--- config.mk ---
export PLATFORM = sky130hd
export DESIGN_NAME = uart_tx_fifo
export DESIGN_NICKNAME = d
export VERILOG_FILES = /design/src/rtl/uart_tx_fifo.sv
export SDC_FILE = /design/constraint.sdc
export NUM_CORES = 1
export LEC_CHECK = 0
export BUFFER_PORTS_ARGS = -buffer_cell sky130_fd_sc_hd__buf_2
export CAP_MARGIN = 20
export CELL_PAD_IN_SITES_DETAIL_PLACEMENT = 2
export CELL_PAD_IN_SITES_GLOBAL_PLACEMENT = 2
export CORE_MARGIN = 2
export CORE_UTILIZATION = 37
export DETAILED_ROUTE_END_ITERATION = 16
export HOLD_SLACK_MARGIN = 0.1
export PLACE_DENSITY = 0.81
export SETUP_SLACK_MARGIN = 0.3
export SYNTH_ARGS = -nofsm -noshare
export SYNTH_HDL_FRONTEND = slang
export SYNTH_SLANG_ARGS = --single-unit
--- constraint.sdc ---
create_clock -name i_clk -period 3.6 [get_ports i_clk]
set_clock_uncertainty 0.2 [all_clocks]
set_input_delay 0.18 -clock i_clk [delete_from_list [all_inputs] [get_ports i_clk]]
set_output_delay 0.18 -clock i_clk [all_outputs]
set_load 0.05 [all_outputs]
--- src/rtl/uart_tx_fifo.sv ---
// rtl/uart_tx_fifo.sv - memory-mapped 8N1 UART transmitter with byte FIFO and status word
module uart_tx_fifo #(
    parameter int          CLKS_PER_BIT = 16,
    parameter int          FIFO_DEPTH   = 8,
    parameter logic [31:0] TX_ADDR      = 32'h0000_0100,
    parameter logic [31:0] STAT_ADDR    = 32'h0000_0104
) (
    input  logic        i_clk,
    input  logic        i_rst_n,
    input  logic [31:0] i_addr,
    input  logic [31:0] i_wdata,
    input  logic        i_write_en,
    output logic [31:0] o_rdata,
    output logic        o_tx,
    output logic        o_busy
);
    localparam int W  = $clog2(FIFO_DEPTH);
    localparam int BW = (CLKS_PER_BIT > 1) ? $clog2(CLKS_PER_BIT) : 1;

    typedef enum logic [1:0] {IDLE, START, DATA, STOP} state_t;

    logic [7:0]  mem_q [FIFO_DEPTH];
    logic [W-1:0] wr_ptr_q, rd_ptr_q;
    logic [W:0]  count_q, count_d;
    logic        ovf_q;
    state_t      state_q;
    logic [BW-1:0] baud_q;
    logic [2:0]  bit_idx_q;
    logic [7:0]  sr_q;
    logic        tx_q, busy_q;

    logic wr_tx, wr_stat, empty, full, baud_last, push, pop;
    logic [31:0] stat;
    logic unused_wdata;

    assign wr_tx     = i_write_en && (i_addr == TX_ADDR);
    assign wr_stat   = i_write_en && (i_addr == STAT_ADDR);
    assign empty     = (count_q == '0);
    assign full      = (count_q == (W+1)'(FIFO_DEPTH));
    assign baud_last = (baud_q == BW'(CLKS_PER_BIT - 1));
    assign push      = wr_tx && !full;
    // The serializer takes the next byte when idle, or on the last stop clock so frames abut.
    assign pop       = !empty && ((state_q == IDLE) || ((state_q == STOP) && baud_last));
    assign unused_wdata = ^i_wdata[31:8];

    always_comb begin
        count_d = count_q;
        case ({push, pop})
            2'b10:   count_d = count_q + 1'b1;
            2'b01:   count_d = count_q - 1'b1;
            default: count_d = count_q;
        endcase
    end

    always_ff @(posedge i_clk) begin
        if (push) mem_q[wr_ptr_q] <= i_wdata[7:0];
    end

    always_ff @(posedge i_clk or negedge i_rst_n) begin
        if (!i_rst_n) begin
            wr_ptr_q <= '0;
            rd_ptr_q <= '0;
            count_q  <= '0;
            ovf_q    <= 1'b0;
        end else begin
            count_q <= count_d;
            if (push) wr_ptr_q <= wr_ptr_q + 1'b1;
            if (pop)  rd_ptr_q <= rd_ptr_q + 1'b1;
            if (wr_tx && full)                ovf_q <= 1'b1;
            else if (wr_stat && i_wdata[3])   ovf_q <= 1'b0;
        end
    end

    always_ff @(posedge i_clk or negedge i_rst_n) begin
        if (!i_rst_n) begin
            state_q   <= IDLE;
            baud_q    <= '0;
            bit_idx_q <= '0;
            sr_q      <= '0;
            tx_q      <= 1'b1;
            busy_q    <= 1'b0;
        end else begin
            // Line and busy follow the state one clock later, so every bit keeps its full width.
            tx_q   <= (state_q == START) ? 1'b0 : (state_q == DATA) ? sr_q[0] : 1'b1;
            busy_q <= (state_q != IDLE);
            case (state_q)
                IDLE: begin
                    if (pop) begin
                        sr_q      <= mem_q[rd_ptr_q];
                        baud_q    <= '0;
                        bit_idx_q <= '0;
                        state_q   <= START;
                    end
                end
                START: begin
                    if (baud_last) begin
                        baud_q  <= '0;
                        state_q <= DATA;
                    end else begin
                        baud_q <= baud_q + 1'b1;
                    end
                end
                DATA: begin
                    if (baud_last) begin
                        baud_q <= '0;
                        sr_q   <= sr_q >> 1;
                        if (bit_idx_q == 3'd7) state_q <= STOP;
                        else                   bit_idx_q <= bit_idx_q + 1'b1;
                    end else begin
                        baud_q <= baud_q + 1'b1;
                    end
                end
                default: begin
                    if (baud_last) begin
                        baud_q <= '0;
                        if (pop) begin
                            sr_q      <= mem_q[rd_ptr_q];
                            bit_idx_q <= '0;
                            state_q   <= START;
                        end else begin
                            state_q <= IDLE;
                        end
                    end else begin
                        baud_q <= baud_q + 1'b1;
                    end
                end
            endcase
        end
    end

    always_comb begin
        stat          = '0;
        stat[0]       = empty;
        stat[1]       = full;
        stat[2]       = busy_q;
        stat[3]       = ovf_q;
        stat[4 +: W+1] = count_q;
    end

    assign o_rdata = (i_addr == STAT_ADDR) ? stat : 32'h0;
    assign o_tx    = tx_q;
    assign o_busy  = busy_q;
endmodule

**Yosys cells after proc, flatten, opt, wreduce, memory -nomap -nowiden**

Memory sizes are Yosys's and may differ from the RTL's.
Index checks and enable logic that the tools add are counted.

- Flip-flop bits (word level): 30
- Memory bits (writable): 64
- Input port bits: 67
- Output and inout bits: 34
- Logic and storage cells: 79
- Memories kept: 1

- Add/sub/neg operators: 6
- Eq/ne operators: 15
- Mux-type cells: 27
- Bitwise logic cells: 1
- Reductions and logical operators: 19

Memory list:

| name | words | bits a word | rd ports | clocked after memory_dff | wr ports | RTL line | RTL |
|---|---|---|---|---|---|---|---|
| mem_q | 8 | 8 | 1 | 0 | 1 | 22 | `logic [7:0] mem_q [FIFO_DEPTH];` |

Operator list:

| kind | count |
|---|---|
| $eq A32 B9 Y1 const B | 2 |
| $mux W8 | 4 |
| $pmux W8 S3 | 1 |
| $mux W3 | 4 |
| $mux W4 | 3 |
| $mux W2 | 5 |
| $add A3 B1 Y3 const B | 3 |
| $pmux W3 S3 | 1 |
| $add A4 B1 Y4 const B | 2 |
| $eq A4 B4 Y1 const B | 2 |
| $ne A2 B2 Y1 const B | 4 |
| $pmux W4 S2 | 1 |
| $reduce_bool A2 Y1 | 4 |
| $logic_and A1 B1 Y1 | 7 |
| $mux W1 | 7 |
| $eq A2 B2 Y1 const B | 3 |
| $pmux W2 S3 | 1 |
| $reduce_and A5 Y1 | 1 |
| $eq A2 B1 Y1 const B | 2 |
| $logic_not A4 Y1 | 1 |
| $reduce_and A4 Y1 | 1 |
| $sub A4 B1 Y4 const B | 1 |
| $eq A3 B3 Y1 const B | 1 |
| $reduce_and A3 Y1 | 1 |
| 5 further kinds | 6 |

**Logic depth before layout (Yosys ltp)**

Gate-level depths: netlist of run 1.

- Word-level depth: 7
- Depth in mapped cells: 12
- Gate-level depth less buffers: 11

**Worst setup path after synthesis of run 1**

No wires, ideal clock.

- Path type: reg-to-output
- From: register count_q[1]
- To: output o_rdata[1]
- Arrival: 2.627 ns
- Required time: 3.220 ns
- Slack: 0.593 ns
- Cell stages (with the launch flop): 4
- Buffers on the path: 1
- Cell sequence: dfrtp_1 clkbuf_1 or4b_2 nor4_1

- Word-level cells in the longest chain between the ends: 2

Ends and longest elaborated chain:

| item | RTL line | RTL |
|---|---|---|
| start: declaration | 24 | `logic [W:0] count_q, count_d;` |
| start signal: assignment | 66 | `count_q <= count_d;` |
| $eq A4 B4 Y1 | 39 | `assign full = (count_q == (W+1)'(FIFO_DEPTH));` |
| $mux W8 | 140 | `assign o_rdata = (i_addr == STAT_ADDR) ? stat : 32'h0;` |
| end: declaration | 13 | `output logic [31:0] o_rdata,` |

No other way between the ends.

**Final worst setup path of run 1**

- From: register state_q[1]
- To: register count_q[2]

- Word-level cells in the longest chain between the ends: 6
- Elaborated cells between the ends (all ways): 9
- Classes of those cells: eq/ne: 3; mux: 1; reduce/logical: 5

Ends and longest elaborated chain:

| item | RTL line | RTL |
|---|---|---|
| start: declaration | 26 | `state_t state_q;` |
| start signal: assignment | 76 | `state_q <= IDLE;` |
| start signal: assignment | 92 | `state_q <= START;` |
| start signal: assignment | 98 | `state_q <= DATA;` |
| $eq A2 B2 Y1 | 43 | `assign pop = !empty && ((state_q == IDLE) \|\| ((state_q == STOP) && baud_last));` |
| $logic_and A1 B1 Y1 | 43 |  |
| $logic_or A1 B1 Y1 * | 43 |  |
| $logic_and A1 B1 Y1 * | 43 |  |
| named net pop | 32 | `logic wr_tx, wr_stat, empty, full, baud_last, push, pop;` |
| $eq A2 B1 Y1 or $eq A2 B2 Y1 (tied branches) | 48 | `case ({push, pop})` |
| $pmux W4 S2 or $reduce_bool A2 Y1 (tied branches) | n/a |  |

Mark *: on every way through the listed nets, which the timed path passes. The rest lies on a longest branch.
A chain may end at the register's enable or synchronous reset.

==> qor.yml, run 1 <==
met3_wirelength_um: 284
critPathTopFamily: "adder cells"
detail_route.first_pass.iterations: 4
initial_standard_cell_utilization_of_the_core: 0.376
final_net_count: 443
wl_met1_um: 4390
post-route-drc-count: 0
worst-path-buf-inv: 2
drv.max_cap_violation_count: 0
finalWirelength_um: 10700
cts.sink_count: 94
hold-worst-slack_ns: 0.133
setup_ws_ns: 0.556
vias: 2677
fp.dieArea_um2: 13100
post-route-cell-area_um2: 5190
wl_per_cell_um: 20.7
clkLatencyLatePin_ns: 0.34
design.portCount: 101
chipHeight_um: 114
power.static_leakage_nw: 2.13
netlist_top_cells_area: "edfxtp_1, dfrtp_1, mux2_2"
cts_tree: "yes"
timing.setup.critical_path_class: "reg -> reg"
fin_tns_setup_ns: 0
worst_hold_path_type: "in -> reg"
place.detailed.instances: 488
ys_dominant_reg_cell: "edfxtp_1"
grt_pass1_vias: 2911
slowest_delay_ns: 0.42
synth.top_cell.area_share: 0.427
unrepaired_setup_endpoints_after_global_routing: "no"
run_status: "complete, no violations"
ys_types: 47
summed_instance_area_of_the_synthesized_netlist_um2: 4500
highest_routed_metal_layer: "met4"
endpoint_kind: "register"
synthDominantAreaCellType: "edfxtp_1"
syn_inst: 297
vias_per_cell: 5.19
hpwlAfterDp_um: 7450
grt_antenna_before_repair: 0
power.density_cell_area_nw_per_um2: 430
placement_rows: 40
worst-endpoint-required_ns: 3.62
period_share: 0.845
cts_buffers: 9
port-buffer-count: 52
ctsLongestPathBuffers: 2
synth-warning-count: 0
finalSetupViolCount: 0
finalMaxSlewViolations: 0
syn-mean-instance-area_um2: 15.1
grt_overflow: 0
final_antenna_net_count: 0
finish.cell_count_without_fillers: 516
async_flop_share: 0.319
fin_crit_ns: 3.04
hold_viol_final: 0
max_freq_ghz: 0.329
critPathArrivalTime_ns: 3.06
vdd_ir_drop_max_v: 0.000327
crit_chain: "inv_1 > ha_1 > inv_1 > a21oi_2 > ha_1 > xor2_1 > ha_1 > a21oi_1 > xor2_1 > nor2_1 > xor2_1"
cts_root_buf: "clkbuf_16"
pre_cts_slack_ns: 0.549
path_max_fanout: 12
coreArea_um2: 12000
ys_seq_elements: 94
grt_first_pass_wirelength_um: 16800
edff_count_synth: 64
gp_congestion: 0.704
gr-usage-all-layers: 0.175
final_layout_size_suffix_gt1_frac: 0.290
path_clk_slew_ns: 0.07
cpMaxStageDelayCell: "dfrtp_1"
met2_length_um: 5930
synth_sequential_area_ratio: 0.595
layout-area-overhead-vs-synth_pct: 15.5
post_cts_repair_timing_setup_buffer_count: 0
dpl_cell_area_um2: 4800
x_dimension_of_the_die_um: 114
grt_max_degree: 31
number_of_diodes_added_for_antenna_fixing: 0
cts-htree-levels: 3
worst-slew-pin-transition_ns: 0.763
maxSlewHeadroom: 0.491
worstSetupStartpointType: "register"
drt_first_iter_violations: 120
-- placed cells by master, fill, tap and decap left out, types with 3 or more instances in the layout --
| master | n |
|---|---|
| o21ai_0 | 8 |
| inv_1 | 8 |
| and2_1 | 8 |
| nand3_1 | 4 |
| clkbuf_16 | 9 |
| a22o_1 | 3 |
| nor3_1 | 3 |
| mux4_1 | 10 |
| nor2_1 | 4 |
| nor3b_1 | 3 |
| a21o_1 | 3 |
| dlygate4sd3_1 | 12 |
| buf_4 | 5 |
| and4b_1 | 4 |
| buf_2 | 52 |
| nand2_1 | 10 |
| mux2_2 | 26 |
| mux4_2 | 5 |
| o31ai_1 | 3 |
| nand4_1 | 5 |
| xor2_1 | 7 |
| ha_1 | 12 |
| edfxtp_1 | 64 |
| conb_1 | 24 |
| a21oi_1 | 5 |
| nor4_1 | 9 |
| dfrtp_1 | 29 |
-- sequential cells by signal, summed over array words and instances (netlist names) --
name and count:
mem_q 64, sr_q 8, baud_q 4, count_q 4, bit_idx_q 3, rd_ptr_q 3, wr_ptr_q 3, state_q 2
o_busy 1, o_tx 1, ovf_q 1
-- cell type report --
class | count | area (µm²)
clock inverters | 6 | 45.0
multi-input cells | 182 | 1620
repair buffers | 69 | 418
inverters | 8 | 30.0
fillers | 1161 | 6770
well taps | 147 | 184
flip-flops and latches | 94 | 2670
clock buffers | 10 | 229
-- cell families after synthesis --
| logic type | share of synthesized area |
|---|---|
| flops | 0.595 |
| simple gates | 0.0954 |
| buf+inv | 0.0662 |
| mux | 0.153 |
| compound gates | 0.0390 |
| fa+ha+maj | 0.0334 |
| xor+xnor | 0.0175 |
| other cells | 0.000834 |
-- worst paths after layout --
kind / from / to / slack, ns / depth (start not counted)
max in group asynchronous: i_rst_n / rd_ptr_q[2]$_DFFE_PN0P_ / 2.49 / 2
hold / removal: i_write_en / wr_ptr_q[2]$_DFFE_PN0P_ / 0.13 / 4
min in group asynchronous: i_rst_n / wr_ptr_q[2]$_DFFE_PN0P_ / 0.25 / 2
setup / recovery: state_q[1]$_DFFE_PN0P_ / count_q[2]$_DFFE_PN0P_ / 0.56 / 11
hold reg to reg: sr_q[0]$_DFFE_PN0P_ / o_tx$_DFF_PN1_ / 0.30 / 2
setup reg to reg: state_q[1]$_DFFE_PN0P_ / count_q[2]$_DFFE_PN0P_ / 0.56 / 11
-- worst register-to-register path: cells and delay by family, from the launching register on --
family | cells | cell delay (ns)
buf+inv | 2 | 0.30
compound gates | 2 | 0.55
simple gates | 1 | 0.08
xor+xnor | 3 | 0.44
fa+ha+maj | 3 | 0.95
flops | 1 | 0.42
-- cell usage after synthesis (all sizes together), types with 3 or more instances --
cell type / number
nand3: 4
inv: 8
o21ai: 8
edfxtp: 64
nor3b: 3
mux2: 26
and4b: 4
a21o: 3
nand2: 10
and2: 8
buf: 32
xor2: 7
clkbuf: 4
ha: 12
nand4: 5
nor3: 3
mux4: 15
a22o: 3
o31ai: 3
dfrtp: 29
a21oi: 6
nor4: 10
nor2: 4
-- per-stage QoR --
step | util | total power [mW]
finish | 0.434 | 2.23
detailed placement | 0.401 | 1.37
global route | 0.434 | 2.31
CTS | 0.434 | 2.26
global placement | 0.401 | 1.36
floorplan | - | 1.33
-- power breakdown --
group          internal [mW]  leakage, nW  switching [mW]
Combinational         0.0496         1.02          0.0940
Sequential              1.19        0.991          0.0207
Clock                  0.472        0.127           0.406
Total                   1.71         2.13           0.521
-- repair_timing --
item,4_1_cts,5_1_grt
endpoints found under the hold margin,94,0
resized for setup,0,1
setup endpoints to repair,0,1
hold buffers,12,0
-- routing by layer --
layer  track usage  up-vias
met4        0.0463        0
li1              -     1234
met2         0.321       53
met1         0.212     1383
met5             0        -
met3        0.0307        7
No activity file was read; power rests on OpenSTA's default activity.
==> inputs of run 2 (changes only) <==
--- a/config.mk
+++ b/config.mk
@@ -5,15 +5,16 @@
 export SDC_FILE = /design/constraint.sdc
 export NUM_CORES = 1
 export LEC_CHECK = 0
+export ABC_AREA = 1
 export BUFFER_PORTS_ARGS = -buffer_cell sky130_fd_sc_hd__buf_2
 export CAP_MARGIN = 20
 export CELL_PAD_IN_SITES_DETAIL_PLACEMENT = 2
 export CELL_PAD_IN_SITES_GLOBAL_PLACEMENT = 2
 export CORE_MARGIN = 2
-export CORE_UTILIZATION = 37
+export CORE_UTILIZATION = 30
 export DETAILED_ROUTE_END_ITERATION = 16
 export HOLD_SLACK_MARGIN = 0.1
-export PLACE_DENSITY = 0.81
+export PLACE_DENSITY = 0.78
 export SETUP_SLACK_MARGIN = 0.3
 export SYNTH_ARGS = -nofsm -noshare
 export SYNTH_HDL_FRONTEND = slang
==> constraint.sdc (replaced) <==
create_clock -name i_clk -period 2.7 [get_ports i_clk]
set_clock_uncertainty 0.2 [all_clocks]
set_input_delay 0.135 -clock i_clk [delete_from_list [all_inputs] [get_ports i_clk]]
set_output_delay 0.135 -clock i_clk [all_outputs]
set_load 0.05 [all_outputs]
==> qor.yml, run 2 <==
run_status: "complete, no violations"
synth_xor_area_frac: 0.0132  # -0.00438
syn-mean-instance-area_um2: 9.29  # -39%
gr-usage-all-layers: 0.175  # +0.000613
ys_types: 30  # -36%
worst-slew-pin-transition_ns: 0.722  # -0.0413 ns
endpoint_kind: "register"
edff_count_synth: 64  # unchanged
fill_cells: 1679  # +45%
period_share: 0.868  # +0.0223
globalRouteMet2Util: 0.324  # +0.00305
mostFrequentLayoutCell: "nand2_1"
layout_common_cells: "nand2_1, nor2_1, edfxtp_1, nand3_1, buf_2"
layout-area-overhead-vs-synth_pct: 22.7
port-buffer-count: 52  # unchanged
cts_tree: "yes"
ys_dominant_reg_cell: "edfxtp_1"
post-route-drc-count: 0  # unchanged
vias_per_cell: 4.83  # -7.0%
worst-endpoint-required_ns: 2.74  # -0.88 ns
fin_crit_ns: 2.34  # -0.701 ns
cts-htree-levels: 3  # unchanged
adder_cell_area_share_of_the_yosys_netlist: 0.0322  # -0.00118
timing.rr.end: "count_q[2]$_DFFE_PN0P_"
final_antenna_net_count: 0  # unchanged
cts_root_buf: "clkbuf_16"
timing.setup.critical_path_class: "reg -> reg"
clkLatencyLatePin_ns: 0.35  # about the same
power.density_cell_area_nw_per_um2: 516  # +20%
r2r_slack_ns: 0.36  # -0.20 ns
syn_inst: 502  # +69%
finalSetupViolCount: 0  # unchanged
path_clk_slew_ns: 0.07  # about the same
summed_instance_area_of_the_synthesized_netlist_um2: 4660  # +3.7%
drv.max_cap_violation_count: 0  # unchanged
ys_seq_elements: 94  # unchanged
wl_per_cell_um: 17.5  # -16%
setup_ws_ns: 0.357  # -0.199 ns
grt_max_degree: 34  # +9.7%
netlist_top_cells_area: "edfxtp_1, dfrtp_1, nand2_1"
largest_register: "mem_q"
path_max_fanout: 3  # -9
place.detailed.instances: 743  # +52%
initial_standard_cell_utilization_of_the_core: 0.307  # -0.0693
hold-worst-slack_ns: 0.135  # +0.00177 ns
global_route.usage.met1: 0.202  # -0.0101
placement_rows: 45  # +13%
fin_tns_setup_ns: 0  # unchanged
number_of_diodes_added_for_antenna_fixing: 0  # unchanged
power.static_leakage_nw: 2.40  # +12%
yosys.area_share.simple: 0.282  # +0.187
grt_util_met3: 0.0324  # +0.00173
layout_top_registers: "mem_q x64, sr_q x8"
grt-busiest-layer: "met2"
worst_r2r_path_depth: 13  # +2
finalMaxSlewViolations: 0  # unchanged
synth-warning-count: 0  # unchanged
yosysMostFrequentCell: "nand2_1"
async_flop_share: 0.319  # unchanged
synth_sequential_area_ratio: 0.574  # -0.0211
unrepaired_setup_endpoints_after_global_routing: "yes"
crit-reg2reg-launch: "state_q[0]$_DFFE_PN0P_"
hold_viol_final: 0  # unchanged
vias: 3784  # +41%
hpwlAfterDp_um: 9440  # +27%
gp_congestion: 0.779  # +11%
grt_first_pass_wirelength_um: 22200  # +32%
vdd_ir_drop_max_v: 0.000294  # -10%
coreArea_um2: 15200  # +27%
fp.dieArea_um2: 16600  # +27%
pre_cts_slack_ns: 0.0475  # -0.502 ns
max_freq_ghz: 0.427  # +30%
largest_reg_flops: 64  # unchanged
timing.critical_path.from: "state_q[0]$_DFFE_PN0P_"
worstSetupStartpointType: "register"
grt_pass1_vias: 4386  # +51%
cts_buffers: 9  # unchanged
main_combinational_cell_family_by_area_after_synthesis: "simple AND/OR/NAND/NOR gates"
finish.cell_count_without_fillers: 784  # +52%
critical_path.endpoint: "count_q[2]$_DFFE_PN0P_"
cts.sink_count: 94  # unchanged
synthDominantAreaCellType: "edfxtp_1"
synth.top_cell.area_share: 0.412  # -0.0151
grt_overflow: 0  # unchanged
maxSlewHeadroom: 0.519  # +0.0276
final_layout_size_suffix_gt1_frac: 0.210  # -0.0802
worst_hold_path_type: "in -> reg"
total_power_mw: 2.95  # +32%
grt_antenna_before_repair: 0  # unchanged
design.portCount: 101  # unchanged
ctsLongestPathBuffers: 2  # unchanged
final_net_count: 670  # +51%
detail_route.first_pass.iterations: 4  # unchanged
synth-compound-area-share: 0.0201  # -0.0188
x_dimension_of_the_die_um: 129  # +13%
chipHeight_um: 129  # +13%
multiplexer_share_of_the_synthesized_area: 0  # -0.153
drt_first_iter_violations: 186  # +55%
critPathArrivalTime_ns: 2.38  # -0.68 ns
post_synth_most_frequent_cells: "nand2_1, nor2_1, edfxtp_1"
finalWirelength_um: 13700  # +28%
-- run 2: how the worst min path moves through the flow --
stage / startpoint / to / cells past startpoint
CTS: i_addr[2] / wr_ptr_q[1]$_DFFE_PN0P_ / 5
global placement: i_rst_n / sr_q[0]$_DFFE_PN0P_ / 1
finish: i_addr[10] / wr_ptr_q[2]$_DFFE_PN0P_ / 9
floorplan: i_rst_n / baud_q[0]$_DFFE_PN0N_ / 0
global route: i_addr[2] / wr_ptr_q[1]$_DFFE_PN0P_ / 5
detailed placement: i_rst_n / sr_q[0]$_DFFE_PN0P_ / 1
-- run 2: area by class of cell --
| type | instances | area [µm²] | area share |
|---|---|---|---|
| Clock buffer | 9 | 225 | 0.0394 |
| Clock inverter | 7 | 65.1 | 0.0114 |
| Inverter | 31 | 121 | 0.0212 |
| Multi-Input combinational cell | 363 | 1800 | 0.315 |
| Sequential cell | 94 | 2680 | 0.468 |
| Tap cell | 188 | 235 | 0.0411 |
| Timing Repair Buffer | 92 | 598 | 0.105 |
-- run 2: cells by family after synthesis --
kind of cell             count (synthesis)
AND/OR/NAND/NOR                        304
buffers and inverters                   68
XOR/XNOR                                 7
adder cells (fa/ha/maj)                 12
flip-flops                              94
AO/OA/AOI/OAI                           16
other                                    1
-- run 2: where the power goes --
group | total (mW) | leakage (nW) | switching (mW) | internal [mW]
clock network | 1.25 | 0.134 | 0.605 | 0.645
logic | 0.160 | 1.32 | 0.122 | 0.0387
registers | 1.54 | 0.946 | 0.00000000190 | 1.54
-- run 2: critical path, stage by stage (launching register included) --
cell	delay (ns)
dfrtp_1	0.40
buf_4	0.16
ha_4	0.16
inv_2	0.06
nand2_2	0.06
nand3_4	0.08
inv_4	0.05
ha_4	0.16
xor2_2	0.16
ha_2	0.20
a21o_1	0.19
or2_4	0.23
nand3_1	0.06
o21ai_1	0.07
-- run 2: metal layers --
metal | routed length, µm | vias to the layer above
met2 | 7300 | 97
li1 | - | 1778
met4 | 327 | 0
met1 | 5570 | 1886
met3 | 518 | 23
met5 | 0 | -
-- run 2: stage by stage --
stage	cell area, µm²	utilization
after detailed placement	5110	0.336
after CTS	5660	0.372
final	5720	0.376
after global placement	5110	0.336
after floorplan	4750	-
after global routing	5720	0.376
-- run 2: what timing repair did --
item / 4_1_cts / 5_1_grt
setup buffers: 8 / 2
hold buffers: 15 / 0
gates resized for setup: 15 / 11
setup endpoints to repair: 1 / 2
endpoints found under the hold margin: 98 / 0
pin swaps: 2 / 1
